### src/rtl/regfile_multiport.sv
// regfile_multiport
//   General-purpose register file for the MIPS core. It has NUM_WR write ports,
//   NUM_RD zero-latency read ports and same-cycle write->read bypass.
//   Register 0 always reads as zero.
//   Each register has a pending (scoreboard) bit. ID sets the bit when it issues
//   a long-latency producer. WB clears the bit when it writes the result back.
//
// Ports
//   clk        clock; all state changes on the rising edge
//   rst        asynchronous, active-low reset
//   we         per-write-port enable
//   waddr      write addresses, port i at [i*ADDR_W +: ADDR_W]
//   wdata      write data, port i at [i*DATA_W +: DATA_W]
//   wclr       per-write-port: also clear the pending bit of waddr[i]
//   re         per-read-port enable
//   raddr      read addresses, port j at [j*ADDR_W +: ADDR_W]
//   rdata      read data (combinational), port j at [j*DATA_W +: DATA_W]
//   rpend      operand of read port j is still pending (combinational)
//   mark_en    set the pending bit of mark_addr
//   mark_addr  register to mark pending
//   pend_vec   registered pending bits for all registers
module regfile_multiport #(
  parameter int DATA_W   = 32,
  parameter int NUM_REGS = 32,
  parameter int ADDR_W   = $clog2(NUM_REGS),
  parameter int NUM_RD   = 2,
  parameter int NUM_WR   = 1
) (
  input  logic                       clk,
  input  logic                       rst,
  input  logic [NUM_WR-1:0]          we,
  input  logic [NUM_WR*ADDR_W-1:0]   waddr,
  input  logic [NUM_WR*DATA_W-1:0]   wdata,
  input  logic [NUM_WR-1:0]          wclr,
  input  logic [NUM_RD-1:0]          re,
  input  logic [NUM_RD*ADDR_W-1:0]   raddr,
  output logic [NUM_RD*DATA_W-1:0]   rdata,
  output logic [NUM_RD-1:0]          rpend,
  input  logic                       mark_en,
  input  logic [ADDR_W-1:0]          mark_addr,
  output logic [NUM_REGS-1:0]        pend_vec
);

  logic [DATA_W-1:0]   regs_reg [NUM_REGS];
  logic [NUM_REGS-1:0] pend_reg;
  logic [NUM_REGS-1:0] pend_next;

  // Resolved write for each register this cycle. The port with the highest
  // index that targets a register wins. Its data and its wclr are both used.
  logic [NUM_REGS-1:0] wr_hit;
  logic [NUM_REGS-1:0] wr_clr;
  logic [DATA_W-1:0]   wr_data [NUM_REGS];

  always_comb begin
    for (int r = 0; r < NUM_REGS; r++) begin
      wr_hit[r]  = 1'b0;
      wr_clr[r]  = 1'b0;
      wr_data[r] = '0;
    end
    // Ascending scan: a later (higher) port overwrites an earlier one.
    for (int i = 0; i < NUM_WR; i++) begin
      if (we[i]) begin
        wr_hit[waddr[i*ADDR_W +: ADDR_W]]  = 1'b1;
        wr_clr[waddr[i*ADDR_W +: ADDR_W]]  = wclr[i];
        wr_data[waddr[i*ADDR_W +: ADDR_W]] = wdata[i*DATA_W +: DATA_W];
      end
    end
  end

  // A mark is applied after the clear. If both hit the same register, the
  // bit ends up set, because the newer producer was issued this cycle.
  always_comb begin
    pend_next = pend_reg & ~wr_clr;
    if (mark_en) begin
      pend_next[mark_addr] = 1'b1;
    end
    pend_next[0] = 1'b0;
  end

  always_ff @(posedge clk or negedge rst) begin
    if (!rst) begin
      for (int r = 0; r < NUM_REGS; r++) begin
        regs_reg[r] <= '0;
      end
      pend_reg <= '0;
    end else begin
      // Register 0 is never written, so it keeps its reset value of zero.
      for (int r = 1; r < NUM_REGS; r++) begin
        if (wr_hit[r]) begin
          regs_reg[r] <= wr_data[r];
        end
      end
      pend_reg <= pend_next;
    end
  end

  assign pend_vec = pend_reg;

  genvar gi;
  generate
    for (gi = 0; gi < NUM_RD; gi++) begin : g_rd
      logic [ADDR_W-1:0] ra;
      logic [DATA_W-1:0] rd;
      logic              rp;

      assign ra = raddr[gi*ADDR_W +: ADDR_W];

      // A same-cycle write bypasses the stored value. Its wclr also hides the
      // pending bit at once. A same-cycle mark is seen only on the next cycle.
      always_comb begin
        rd = '0;
        rp = 1'b0;
        if (re[gi] && (ra != '0)) begin
          if (wr_hit[ra]) begin
            rd = wr_data[ra];
            rp = wr_clr[ra] ? 1'b0 : pend_reg[ra];
          end else begin
            rd = regs_reg[ra];
            rp = pend_reg[ra];
          end
        end
      end

      assign rdata[gi*DATA_W +: DATA_W] = rd;
      assign rpend[gi]                  = rp;
    end
  endgenerate

endmodule
### config.mk
export PLATFORM = sky130hd
export DESIGN_NAME = regfile_multiport
export DESIGN_NICKNAME = d
export VERILOG_FILES = /design/src/rtl/regfile_multiport.sv
export SDC_FILE = /design/constraint.sdc
export NUM_CORES = 2
export LEC_CHECK = 0
export BUFFER_PORTS_ARGS = -buffer_cell sky130_fd_sc_hd__clkbuf_2
export CAP_MARGIN = 10
export CORE_AREA = 2 2 296 298
export DETAILED_ROUTE_END_ITERATION = 10
export DIE_AREA = 0 0 298 300
export PLACE_DENSITY = 0.78
export SYNTH_ARGS = -nofsm -noshare
export SYNTH_HDL_FRONTEND = slang
export SYNTH_SLANG_ARGS = --single-unit
### constraint.sdc
create_clock -name clk -period 7.5 [get_ports clk]
set_input_delay 2.25 -clock clk [delete_from_list [all_inputs] [get_ports clk]]
set_output_delay 2.25 -clock clk [all_outputs]
set_load 0.1 [all_outputs]
==> metrics.cfg <==
[critical_path]
cp_max_fo=28
crit_required_ns=5.25
cp-start-kind=input port
critical_path.endpoint_type=primary output
cp_data_arrival_time_ns=5.10
crit_type=in2out

[logic_synthesis]
ys_ff_latch=1023
synth_cells=3987
synth-edff-count=0
netlist_area_sq_um=55800
synthXorXnorAreaFrac_pct=0.139
syn_nets=4046
yosys_warnings=32
synthMuxAreaShare_pct=40.0
yosys.area_share.simple_pct=4.37
synthAdderAreaFrac_pct=0
synthFlopType=dfrtp_1
ys_types=75
async_reset_ff_share_pct=100
synth-compound-area-share_pct=5.97
synth_top_family_by_area=multiplexers
synth_seq_area_share_pct=45.9
synth_area_per_cell_sq_um=14.0

[sta]
min_period_ns=7.35
slew_viol_final=0
worst_pin_slew_ns=1.39
holdWs_ns=0.505
rsz0062_at_grt=no
hold_viol_final=0
maxSlewHeadroom_pct=7.07
max_freq_ghz=0.136
post-route-period-util_pct=97.9
finalSetupTns_ns=0
setup_viol=0
finalClockSkew_ns=0

[clocking]
cts_root_buf=clkbuf_16
clock_sinks=1023
cts_buffers=109
clk_latency_ns=0.70
cts_setup_buffers=0
clockBufferDepth=3
hold_buffers=0
cts-resized-gates=0
clkTransAtPathRegs_ns=0.07
htree_levels=3
cts_tree=built

[floorplan]
core-area_sq_um=86200
die_area_sq_um=89400
num_io_pins=157
start_util_pct=64.7
row_count=108
die_w_microns=298
die_h_microns=300

[finish]
layout.nets=4053
fin_cells=5246
design_area_sq_um=62900
drive_gt1_share_pct=50.5
largest_reg_flops=992
area_growth_pct=12.8

[power_and_ir_drop]
ir_drop_uv=249
p_clk_share_pct=32.7
seqPwrFrac_pct=42.8
combinationalPowerShare_pct=24.5
p_leak_uw=0.0270
swShare_pct=30.4
intPower_uw=12200
cellPowerDensity_nw_per_um2=278
p_switching_uw=5330

[drt]
vias=40700
drt_iter0_drc=5881
detail_route.wl_per_cell_microns=36.4
viasPerCell=7.77
drt-total-wl_microns=191000
drc=0
drtPass1Iterations=6
ant_nets=0

[global_routing]
grt_max_degree=175
grt_pass1_vias=41000
grt_pass1_wl_microns=280000
gr-total-overflow=0
grt_antenna_before_repair=17
grt_use_total_pct=43.1

[hold_path]
hp-class=reg2reg

[placed_design]
placed_area_sq_um=59100
dp_hpwl_microns=115000
portBuffers=155
dp.cells=5037
gp_congestion=0.978

[status]
outcome=complete, no violations

[job]
maxCapViolCount=0

cells by family after synthesis:
kind of cell / Yosys count
muxes: 1535
DFF: 1023
AOI/OAI and AO/OA: 470
other: 1
buffers and inverters: 438
and+or+nand+nor: 512
xor gates and xnor gates: 8
worst max-delay path, stage by stage:
cell	delay, ns
buf_8	0.30
xor2_1	0.29
a21o_1	0.20
or3_2	0.38
buf_4	0.35
nand2_1	0.25
o22ai_1	0.76
buf_12	0.26
metal layers:
metal,global-route usage [%],wire (microns),vias to the layer above
met2,61.6,82900,3202
met3,16.0,26200,910
li1,-,-,15400
met5,0,88,-
met4,27.3,14700,14
met1,56.1,66900,21200
metrics by stage:
step | setup slack [ns] | power [uW] | util [%]
floorplan | 0.145 | 10400 | -
global placement | 0.352 | 11500 | 68.5
detailed placement | 0.308 | 11700 | 68.5
CTS | 0.288 | 17400 | 72.9
global route | 0.134 | 18000 | 73.0
finish | 0.155 | 17500 | 73.0
final timing paths:
| kind | start | to | slack (ns) | depth (start not counted) |
|---|---|---|---|---|
| min in group asynchronous | rst | regs_reg[953]$_DFFE_PN0N_ | 1.62 | 1 |
| max in group asynchronous | rst | regs_reg[360]$_DFFE_PN0N_ | 4.37 | 2 |
| worst max register to register | regs_reg[312]$_DFFE_PN0N_ | regs_reg[312]$_DFFE_PN0N_ | 6.66 | 1 |
| worst min-delay path | regs_reg[821]$_DFFE_PN0N_ | regs_reg[821]$_DFFE_PN0N_ | 0.50 | 2 |
| worst max-delay path | raddr[0] | rdata[27] | 0.15 | 8 |
| worst min register to register | regs_reg[821]$_DFFE_PN0N_ | regs_reg[821]$_DFFE_PN0N_ | 0.50 | 2 |
layout by cell type (no fill, tap or decap), types with 14 or more instances in the layout:
cell | synthesis | final
mux2_2 | 1041 | 1041
nor2_4 | 0 | 19
a22oi_1 | 119 | 119
buf_12 | 0 | 108
a221o_1 | 27 | 27
a21oi_1 | 40 | 40
nor2b_1 | 31 | 24
and3_1 | 20 | 19
clkbuf_16 | 0 | 113
clkbuf_8 | 0 | 24
clkinv_2 | 0 | 26
nand2b_1 | 15 | 14
a22o_1 | 20 | 20
a221oi_1 | 73 | 73
clkbuf_2 | 0 | 81
nor3_1 | 39 | 37
dfrtp_1 | 1023 | 1023
mux4_2 | 450 | 450
buf_4 | 36 | 131
clkbuf_1 | 230 | 17
mux2i_1 | 44 | 44
nand3_1 | 79 | 78
nor2_1 | 67 | 46
o21ai_0 | 127 | 127
nand2_1 | 208 | 195
cells in the mapped netlist, types with 12 or more instances:
| cell type | number | area (sq um) |
|---|---|---|
| mux4_2 | 450 | 10100 |
| buf_2 | 135 | 676 |
| and3_1 | 20 | 125 |
| nor2b_1 | 31 | 194 |
| nand2_1 | 208 | 781 |
| nor2_1 | 67 | 251 |
| mux2_2 | 1041 | 11700 |
| buf_1 | 17 | 63.8 |
| a221oi_1 | 73 | 639 |
| clkbuf_1 | 230 | 863 |
| dfrtp_1 | 1023 | 25600 |
| a22o_1 | 20 | 175 |
| a221o_1 | 27 | 270 |
| nand2b_1 | 15 | 93.8 |
| buf_6 | 12 | 135 |
| buf_4 | 36 | 270 |
| o21ai_0 | 127 | 636 |
| a22oi_1 | 119 | 893 |
| mux2i_1 | 44 | 440 |
| a21oi_1 | 40 | 200 |
| nand3_1 | 79 | 395 |
| nor3_1 | 39 | 195 |
area by class of cell:
cell class | count | area (sq um)
timing repair buffer | 326 | 3640
fill | 5557 | 23300
tap | 1155 | 1450
clock inverter | 45 | 581
antenna | 11 | 27.5
sequential | 1023 | 25600
clock buffer | 152 | 3190
multi-input combinational | 2526 | 28400
inverter | 8 | 30.0
power by group through the flow:
stage	Clock (uW)	Combinational, uW	Sequential, uW
global placement	0	4100	7410
finish	5730	4290	7490
detailed placement	0	4200	7500
floorplan	0	2880	7500
CTS	5720	4240	7430
global route	5950	4480	7590
Power figures use the tool's default switching activity.
